**config.mk**
```make
export PLATFORM = sky130hd
export DESIGN_NAME = pid_pwm_actuator_flat
export DESIGN_NICKNAME = d
export VERILOG_FILES = /design/src/rtl/pid_pkg.sv /design/src/rtl/pid_pwm_actuator_if.sv /design/src/rtl/pwm_tick_gen.sv /design/src/rtl/pid_pwm_actuator.sv /design/src/flat_wrapper.sv
export SDC_FILE = /design/constraint.sdc
export NUM_CORES = 1
export LEC_CHECK = 0
export BUFFER_PORTS_ARGS = -buffer_cell sky130_fd_sc_hd__buf_2
export CAP_MARGIN = 20
export CORE_ASPECT_RATIO = 0.8
export CORE_UTILIZATION = 55
export CTS_BUF_LIST = sky130_fd_sc_hd__clkbuf_4 sky130_fd_sc_hd__clkbuf_8
export CTS_CLUSTER_SIZE = 14
export DETAILED_ROUTE_END_ITERATION = 10
export PLACE_DENSITY = 0.75
export SYNTH_ARGS = -nofsm -noshare
export SYNTH_HDL_FRONTEND = slang
export SYNTH_SLANG_ARGS = --single-unit
```
**constraint.sdc**
```tcl
create_clock -name clk -period 5.6 [get_ports clk]
set_input_delay 1.12 -clock clk [delete_from_list [all_inputs] [get_ports clk]]
set_output_delay 1.12 -clock clk [all_outputs]
set_load 0.02 [all_outputs]
```
**src/rtl/pid_pkg.sv**
```systemverilog
// Purpose: shared widths, PWM period constant, FSM state type and slew helper for the PWM actuator.
// Latency: n/a (declarations only).
// Backpressure: n/a.
package pid_pkg;

    localparam int DUTY_W = 8;
    localparam logic [DUTY_W-1:0] PERIOD_LAST = 8'd254;

    typedef enum logic [1:0] {
        ST_IDLE,
        ST_RUN,
        ST_STOP
    } state_t;

    // Move act one slew step toward tgt; a zero slew means jump straight to tgt.
    // The step is only taken when |diff| exceeds slew, so the result never leaves 0..255.
    function automatic logic [DUTY_W-1:0] slew_step(
        input logic [DUTY_W-1:0] act,
        input logic [DUTY_W-1:0] tgt,
        input logic [DUTY_W:0]   slew
    );
        logic [DUTY_W:0] diff;
        logic [DUTY_W:0] mag;
        diff = {1'b0, tgt} - {1'b0, act};
        mag  = diff[DUTY_W] ? ((DUTY_W+1)'(0) - diff) : diff;
        if ((slew == '0) || (mag <= slew)) begin
            slew_step = tgt;
        end else if (diff[DUTY_W]) begin
            slew_step = act - slew[DUTY_W-1:0];
        end else begin
            slew_step = act + slew[DUTY_W-1:0];
        end
    endfunction

endpackage

```
**src/rtl/pid_pwm_actuator_if.sv**
```systemverilog
// Purpose: duty-word valid/ready channel from the PID controller to the PWM actuator.
// Latency: n/a (wires only).
// Backpressure: source holds duty_in/duty_valid until duty_ready is seen at a clock edge.
interface pid_pwm_actuator_if;
    import pid_pkg::*;

    logic [DUTY_W-1:0] duty_in;
    logic              duty_valid;
    logic              duty_ready;

    modport master (output duty_in, output duty_valid, input duty_ready);
    modport slave  (input duty_in, input duty_valid, output duty_ready);

endinterface

```
**src/rtl/pwm_tick_gen.sv**
```systemverilog
// Purpose: PWM timebase -- prescaler feeding a 0..254 period counter, with a wrap strobe.
// Latency: wrap_o is combinational from the registered counters; counters update each tick.
// Backpressure: none; clr_i holds both counters at zero.
module pwm_tick_gen
    import pid_pkg::*;
#(
    parameter int PRESCALE = 4
) (
    input  logic              clk_i,
    input  logic              rst_i,
    input  logic              clr_i,
    output logic              wrap_o,
    output logic [DUTY_W-1:0] cnt_o
);

    localparam int PS_W = (PRESCALE > 1) ? $clog2(PRESCALE) : 1;
    localparam logic [PS_W-1:0] PS_LAST = PS_W'(PRESCALE - 1);

    logic [PS_W-1:0]   presc_q, presc_d;
    logic [DUTY_W-1:0] cnt_q, cnt_d;
    logic              tick;

    assign tick   = ~clr_i & (presc_q == PS_LAST);
    assign wrap_o = tick & (cnt_q == PERIOD_LAST);
    assign cnt_o  = cnt_q;

    // Next-state: prescaler rolls every PRESCALE clks, period counter advances per tick and wraps after 254.
    always_comb begin
        presc_d = presc_q;
        cnt_d   = cnt_q;
        if (clr_i) begin
            presc_d = '0;
            cnt_d   = '0;
        end else begin
            presc_d = tick ? '0 : (presc_q + PS_W'(1));
            if (tick) begin
                cnt_d = wrap_o ? '0 : (cnt_q + 8'd1);
            end
        end
    end

    // Counter registers with synchronous reset.
    always_ff @(posedge clk_i) begin
        if (rst_i) begin
            presc_q <= '0;
            cnt_q   <= '0;
        end else begin
            presc_q <= presc_d;
            cnt_q   <= cnt_d;
        end
    end

endmodule

```
**src/rtl/pid_pwm_actuator.sv**
```systemverilog
// Purpose: accepts duty words, applies them slew-limited at PWM period boundaries, drives pwm_out.
// Latency: pwm_out is registered, one clk behind cnt/duty_active; a new word takes effect at the next boundary.
// Backpressure: duty_ready drops while the single pending slot is full; it frees at the next boundary.
module pid_pwm_actuator
    import pid_pkg::*;
#(
    parameter int PRESCALE = 4,
    parameter int SLEW_MAX = 16
) (
    input  logic                     clk,
    input  logic                     rst,
    input  logic                     enable,
    pid_pwm_actuator_if.slave        dif,
    output logic                     pwm_out,
    output logic                     period_start,
    output logic [DUTY_W-1:0]        duty_active,
    output logic                     running
);

    localparam logic [DUTY_W:0] SLEW_L = (DUTY_W+1)'(SLEW_MAX);

    state_t            state_q;
    logic [DUTY_W-1:0] pending_q;
    logic              pending_full_q;
    logic [DUTY_W-1:0] target_q, target_d;
    logic [DUTY_W-1:0] active_q, active_d;
    logic              pwm_q;
    logic              period_start_q;
    logic              running_q;

    logic              idle;
    logic              wrap;
    logic [DUTY_W-1:0] cnt;
    logic              xfer;

    assign idle           = (state_q == ST_IDLE);
    assign dif.duty_ready = ~pending_full_q;
    assign xfer           = dif.duty_valid & ~pending_full_q;

    assign pwm_out      = pwm_q;
    assign period_start = period_start_q;
    assign duty_active  = active_q;
    assign running      = running_q;

    pwm_tick_gen #(
        .PRESCALE (PRESCALE)
    ) u_tick (
        .clk_i  (clk),
        .rst_i  (rst),
        .clr_i  (idle),
        .wrap_o (wrap),
        .cnt_o  (cnt)
    );

    // Values a boundary update would load: pending word (if any) becomes target, active steps toward it.
    always_comb begin
        target_d = pending_full_q ? pending_q : target_q;
        active_d = slew_step(active_q, target_d, SLEW_L);
    end

    // Control FSM plus handshake slot, boundary update and registered outputs.
    // A word accepted on a wrap edge lands in pending after the boundary has already sampled it,
    // so it waits for the following boundary.
    always_ff @(posedge clk) begin
        if (rst) begin
            state_q        <= ST_IDLE;
            pending_q      <= '0;
            pending_full_q <= 1'b0;
            target_q       <= '0;
            active_q       <= '0;
            pwm_q          <= 1'b0;
            period_start_q <= 1'b0;
            running_q      <= 1'b0;
        end else begin
            period_start_q <= 1'b0;
            pwm_q          <= ~idle & (cnt < active_q);

            if (xfer) begin
                pending_q      <= dif.duty_in;
                pending_full_q <= 1'b1;
            end

            case (state_q)
                ST_IDLE: begin
                    if (enable) begin
                        state_q        <= ST_RUN;
                        running_q      <= 1'b1;
                        period_start_q <= 1'b1;
                        target_q       <= target_d;
                        active_q       <= active_d;
                        if (pending_full_q) pending_full_q <= 1'b0;
                    end
                end
                ST_RUN: begin
                    if (wrap) begin
                        period_start_q <= 1'b1;
                        target_q       <= target_d;
                        active_q       <= active_d;
                        if (pending_full_q) pending_full_q <= 1'b0;
                    end
                    if (!enable) state_q <= ST_STOP;
                end
                ST_STOP: begin
                    if (enable) begin
                        state_q <= ST_RUN;
                        if (wrap) begin
                            period_start_q <= 1'b1;
                            target_q       <= target_d;
                            active_q       <= active_d;
                            if (pending_full_q) pending_full_q <= 1'b0;
                        end
                    end else if (wrap) begin
                        state_q   <= ST_IDLE;
                        running_q <= 1'b0;
                    end
                end
                default: begin
                    state_q   <= ST_IDLE;
                    running_q <= 1'b0;
                end
            endcase
        end
    end

endmodule

```
**src/flat_wrapper.sv**
```systemverilog
// flat-port wrapper written by rule: the top's interface ports become plain ports
module pid_pwm_actuator_flat import pid_pkg::*;
#(
    parameter int PRESCALE = 4,
    parameter int SLEW_MAX = 16
)
  (clk, rst, enable, pwm_out, period_start, duty_active, running, dif_duty_in, dif_duty_valid, dif_duty_ready);
  pid_pwm_actuator_if dif_i ();
  input  logic clk;
  input  logic rst;
  input  logic enable;
  output logic pwm_out;
  output logic period_start;
  output logic [DUTY_W-1:0] duty_active;
  output logic running;
  input wire logic [$bits(dif_i.duty_in)-1:0] dif_duty_in;
  input wire logic [$bits(dif_i.duty_valid)-1:0] dif_duty_valid;
  output wire logic [$bits(dif_i.duty_ready)-1:0] dif_duty_ready;
  assign dif_i.duty_in = dif_duty_in;
  assign dif_i.duty_valid = dif_duty_valid;
  assign dif_duty_ready = dif_i.duty_ready;
  pid_pwm_actuator #(.PRESCALE(PRESCALE), .SLEW_MAX(SLEW_MAX)) u_core (.clk(clk), .rst(rst), .enable(enable), .dif(dif_i), .pwm_out(pwm_out), .period_start(period_start), .duty_active(duty_active), .running(running));
endmodule
```
==> summary.txt, run 1 <==
Layout area overhead: 11.1%
Pleak: 1.27 nW
Total of max-cap violations: 0
Synth Instances: 306
Routed WL: 5.90 mm
Post-synth ARST share: 0%
Post-CTS setup buffers: 0
Number of port buffers: 23
CTS Hold Bufs: 0
# DRC: 0
Sequential fraction of the synthesis area: 29.8%
Final Slew Violations: 0
WL/cell: 15.3 um
Filler cell count in the final layout: 378
Max incr delay on CP: 0.67 ns
Final Skew: 0.00814 ns
Iteration-0 DRC count of the detailed router: 155
Worst slew pin tran: 0.909 ns
Synth Register Bits: 40
Final core utilization: 64.2%
Max Fclk: 252 MHz
Root buffer cell: clkbuf_8
Diodes inserted: 0
Num Clock Sinks: 40
Setup Viol. Count Final: 0
Vias in the first global route: 2127
Inserted Clock Buffers: 5
CTS tree: built
Vias per cell: 6.02
Clk pin slew, worst setup/hold paths: 0.08 ns
H-tree depth: 2
TritonRoute pass-1 iters: 6
Netlist cell types: 52
Hold Vio Cnt, Final: 0
Commonest cells post-synth: dfxtp_1 (40), nor2_1 (31), ha_1 (26), inv_1 (22), a21oi_1 (18)
Cell with the most instances after synthesis: dfxtp_1
PostCTS Resize Cnt: 0
Pwr per Cell Area: 634 nW/um^2
Post-synth EDFFs: 0
Core Area: 4650 sq um
Startpoint types: flop
CP max FO: 12
CP max-delay cell: dfxtp_1
Flop2flop setup slack: 1.64 ns
Die width: 80.2 um
Critical path required time: 5.78 ns
Area of the multi-input gates: 1750 sq um
Hold WC Path Type: flop to flop
RSZ-0062 raised after global routing: no
Syn avg cell area: 8.79 sq um
Arrival @ worst endpoint: 4.14 ns
Die height: 64.6 um
Final period util: 70.7%
Gr ovfl total: 0
Top cells by area, synth: dfxtp_1 (30%), ha_1 (12%), mux2i_1 (5.6%), nor2_1 (4.3%), a21oi_1 (3.3%)
CP endpoint kind: flop
Setup total negative slack: 0 ns
Post-DRT Antenna Nets: 0
Clk_lat worst skew: 0.30 ns
Cell Rows: 22
Worst Path Buf+Inv: 1
Mapped Area: 2690 sq um
Layout cells sized above 1: 14.2%
Warnings, synthesis: 0
Largest net degree at the start of global routing: 31
Delay-heaviest family, CP: compound AO/OA/AOI/OAI gates
Clock Path Buffers: 2
Net Count, Synth: 346
Top-area cell type share of the netlist area: 29.8%
Status: complete, no violations
Final HPWL DP: 4.31 mm
Min Tclk post-route: 3.96 ns
Max IR drop VDD: 0.000508 V
Critical path class: flop to flop
Initial Utilization: 57.8%
DR vias: 2317
GPL Wtd Cong: 0.836
GRT Util Overall: 24.7%
Relative slew margins: 39.2%
Sequential Area: 801 sq um
CP cell instances: mux2i_1 -> ha_1 -> inv_1 -> fa_1 -> a21oi_1 -> o211ai_1 -> a31oi_4 -> ha_1 -> a21o_1 -> a21oi_1 -> xnor2_1 -> and4_1 -> o22ai_1 -> o221ai_1
Synth Flop Type: dfxtp_1
Nets: 364
Io pins: 24
Min Hold Slack: 0.432 ns
Antenna violations before repair: 0
Total die area: 5180 sq um
Area leader, netlist: dfxtp_1
First-pass GRT wire length: 9.83 mm
## layout make-up
class / instances / area share (%)
clock buffers: 5 / 2.30
clock inverters: 3 / 3.02
multi-input cells: 231 / 58.5
repair buffers: 24 / 4.10
well taps: 60 / 2.51
inverters: 22 / 2.76
flip-flops and latches: 40 / 26.8
## metrics by stage
step	power, mW	setup slack, ns	cell area [sq um]	instances
global placement	1.51	1.80	2830	377
global route	2.05	1.37	2990	385
detailed placement	1.55	1.69	2830	377
CTS	1.88	1.68	2990	385
floorplan	1.32	1.98	2690	306
finish	1.89	1.64	2990	385
## layer usage
metal	GRT usage [%]	up-vias	share of wire (%)
met3	4.65	15	4.6
met4	8.48	0	1.8
li1	-	1148	-
met2	41.0	75	46
met1	32.0	1079	48
met5	0	-	0
## cell usage in the layout, fill, tap and decap left out, types with 3 or more instances in the layout
cell type / count
mux2i_1: 15
inv_1: 22
ha_1: 26
dfxtp_1: 40
a31oi_1: 8
bufinv_16: 3
clkbuf_8: 5
nand2_1: 9
a211oi_1: 11
nand2b_1: 5
nor2_1: 31
and3_1: 3
xor2_1: 5
a21o_1: 11
a211oi_2: 4
xnor2_1: 10
o21ai_0: 11
buf_2: 23
nor2b_1: 5
a21oi_1: 18
nor3_1: 5
nand3_1: 9
## registers in the layout, summed over array words and instances, names as in the netlist, 2 cells and up
register,count
u_core.target_q,8
u_core.u_tick.presc_q,2
u_core.duty_active,8
u_core.u_tick.cnt_o,8
u_core.state_q,2
u_core.pending_q,8
## power by group
group,internal (mW),switching [mW],leakage [nW]
sequential,0.327,0.0375,0.327
clock,0.223,0.104,0.0784
combinational,0.480,0.721,0.868
total,1.03,0.863,1.27
## worst reg2reg max path: stages (launching register included)
cell and delay, ns:
dfxtp_1 0.67, mux2i_1 0.43, ha_1 0.26, inv_1 0.06
fa_1 0.47, a21oi_1 0.17, o211ai_1 0.19, a31oi_4 0.35
ha_1 0.29, a21o_1 0.18, a21oi_1 0.20, xnor2_1 0.11
and4_1 0.22, o22ai_1 0.12, o221ai_1 0.13
## path summary, 6_finish.rpt
kind                                                from                       end  cells after the start
worst max register to register     u_core.pending_full_q     u_core.duty_active[7]                     14
worst max-delay path               u_core.pending_full_q     u_core.duty_active[7]                     14
worst min-delay path            u_core.u_tick.presc_q[0]  u_core.u_tick.presc_q[0]                      1
worst min register to register  u_core.u_tick.presc_q[0]  u_core.u_tick.presc_q[0]                      1
## cells by family after synthesis
family	share of synthesized area, %
AND/OR/NAND/NOR	16.4
flip-flops	29.8
multiplexers	6.42
adder cells (fa/ha/maj)	13.6
AO/OA/AOI/OAI	23.1
XOR/XNOR	5.49
buffers and inverters	5.26
No activity file was read; power rests on OpenSTA's default activity.
==> run 2, diff against run 1 <==
Settings changed: ABC_AREA set to 1, PLACE_DENSITY 0.75 to 0.77.
Clock period 5.6 ns to 3.6 ns, I/O delays scaled along.
==> summary.txt, run 2 <==
Status: complete, no violations
Layout cells sized above 1: 16.9%
First-pass GRT wire length: 9.92 mm
Cell Rows: 23
Sequential fraction of the synthesis area: 28.0%
Post-synthesis mux area share: 0.349%
Diodes inserted: 0
Worst Path Buf+Inv: 4
Clk pin slew, worst setup/hold paths: 0.08 ns
Post-DRT Antenna Nets: 0
Vias in the first global route: 2292
H-tree depth: 2
Most common cell after layout, fill and taps aside: nand2_1
Delay-heaviest family, CP: simple AND/OR/NAND/NOR gates
RSZ-0062 raised after global routing: no
Hold_sp: u_core.u_tick.presc_q[0]
Relative slew margins: 62.9%
Final Skew: 0.00553 ns
Setup total negative slack: 0 ns
Synth Register Bits: 40
Initial Utilization: 57.2%
Most frequent cells in the layout: nand2_1 (70), inv_1 (61), nor2_1 (53)
CP max-delay cell: fa_1
Routed WL: 5.94 mm
Iteration-0 DRC count of the detailed router: 137
R2r startpoint: u_core.pending_full_q
CTS tree: built
Layout area overhead: 9.61%
Top-area cell type share of the netlist area: 28.0%
Inserted Clock Buffers: 5
Post-CTS setup buffers: 0
Root buffer cell: clkbuf_8
Sequential Area: 802 sq um
Cell with the most instances after synthesis: nand2_1
Compound-Gate Fraction of Synth Area: 13.8%
Top cells by area, synth: dfxtp_1 (28%), ha_1 (11%), nand2_1 (9.2%), inv_1 (8.0%), nor2_1 (6.9%)
Critical path class: flop to flop
CP endpoint kind: flop
Worst setup startpoint: u_core.pending_full_q
Die width: 82.7 um
Final core utilization: 62.7%
Netlist cell types: 41
Io pins: 24
Setup Viol. Count Final: 0
Min Tclk post-route: 3.24 ns
Largest net degree at the start of global routing: 20
Critical path required time: 3.79 ns
GRT Util Overall: 23.5%
CP max FO: 12
CP cell instances: inv_1 -> or2_2 -> o21ai_0 -> inv_1 -> fa_1 -> nand3_1 -> nand2_1 -> nand2_2 -> nand3_4 -> inv_4 -> ha_1 -> a21oi_1 -> nand2_1 -> xor2_1 -> nand3_1 -> nand3_1 -> nand2_1 -> inv_1
CTS Hold Bufs: 0
Hold Vio Cnt, Final: 0
Nets: 482
Met1 usage: 32.3%
Arrival @ worst endpoint: 3.44 ns
Area leader, netlist: dfxtp_1
Total die area: 5500 sq um
Xor and xnor area share after synthesis: 1.53%
Core Area: 5010 sq um
Combinational family with the most area after synthesis: simple AND/OR/NAND/NOR gates
Clock Path Buffers: 2
TritonRoute pass-1 iters: 4
Grt met2 use: 37.0%
Final period util: 90.0%
Synth Instances: 415
Gr ovfl total: 0
Syn avg cell area: 6.90 sq um
DR vias: 2606
Net Count, Synth: 455
Synth Area in Adders: 12.8%
Met3 usage: 4.79%
Clk_lat worst skew: 0.30 ns
Area of the multi-input gates: 1770 sq um
Startpoint types: flop
Simple-Gate Fraction of Synth Area: 33.4%
GPL Wtd Cong: 0.843
Antenna violations before repair: 0
Number of port buffers: 23
Die height: 66.5 um
Warnings, synthesis: 0
Hold WC Path Type: flop to flop
Post-synth ARST share: 0%
WL/cell: 11.8 um
Num Clock Sinks: 40
Worst slew pin tran: 0.556 ns
Max incr delay on CP: 0.49 ns
Total of max-cap violations: 0
Vias per cell: 5.16
Commonest cells post-synth: nand2_1 (70), inv_1 (61), nor2_1 (53), dfxtp_1 (40), nand3_1 (39)
Final HPWL DP: 4.82 mm
Mapped Area: 2860 sq um
Final Slew Violations: 0
Filler cell count in the final layout: 474
Max Fclk: 308 MHz
Synth Flop Type: dfxtp_1
Gr busiest metal: met2
Post-synth EDFFs: 0
# DRC: 0
## run 2: cell types whose count changed after synthesis, sizes merged, moves of 10 or more
cell   before  now
a21o       11    0
a21oi      18   28
a31oi      10    0
inv        22   68
mux2i      15    1
nand2       9   82
nand3      10   46
nor2       31   57
o21ai      11   24
## run 2: what timing repair did
action / CTS / global route
endpoints found under the hold margin: 0 / 0
endpoints found under the setup margin: 0 / 7
resized for setup: 0 / 1
## run 2: per-layer routing
metal	share of wire, %	vias up
li1	-	1399
met1	51	1154
met2	45	44
met3	3.3	9
met4	1.3	0
met5	0	-
## run 2: kinds of logic after synthesis
family | count (synthesis)
compound gates | 67
buf+inv | 75
flops | 40
mux | 1
fa+ha+maj | 28
xor+xnor | 5
simple gates | 199
## run 2: cell type report
class                      count  area share (%)
timing repair buffer          25            4.15
clock buffer                   5            2.19
inverter                      70            8.61
tap                           62            2.47
multi-input combinational    300            56.4
clock inverter                 3           0.598
sequential                    40            25.5
## run 2: worst paths after layout
kind | cells past startpoint | slack, ns | to
worst max-delay path | 18 | 0.36 | u_core.duty_active[7]
worst max register to register | 18 | 0.36 | u_core.duty_active[7]
worst min-delay path | 1 | 0.43 | u_core.u_tick.presc_q[0]
worst min register to register | 1 | 0.43 | u_core.u_tick.presc_q[0]
## run 2: worst reg2reg max path: cells and delay by family, from the launching register on
family	cells	cell delay (ns)
AOI/OAI and AO/OA	2	0.35
xor gates and xnor gates	1	0.16
adders and majority gates	2	0.76
buffers and inverters	4	0.48
and+or+nand+nor	9	0.96
DFF	1	0.43
## run 2: stage by stage
stage / hold WS (ns) / instance area, sq um / cells / setup WS, ns
2_1_floorplan: 0.399 / 2860 / 415 / 0.703
3_3_place_gp: 0.409 / 3050 / 497 / 0.361
3_5_place_dp: 0.421 / 3050 / 497 / 0.238
4_1_cts: 0.433 / 3140 / 505 / 0.218
5_1_grt: 0.449 / 3140 / 505 / 0.0874
6_report: 0.431 / 3140 / 505 / 0.358
Power of run 2 is not shown: default switching activity piles up to over one toggle a cycle in this logic, so the estimate is an artifact.
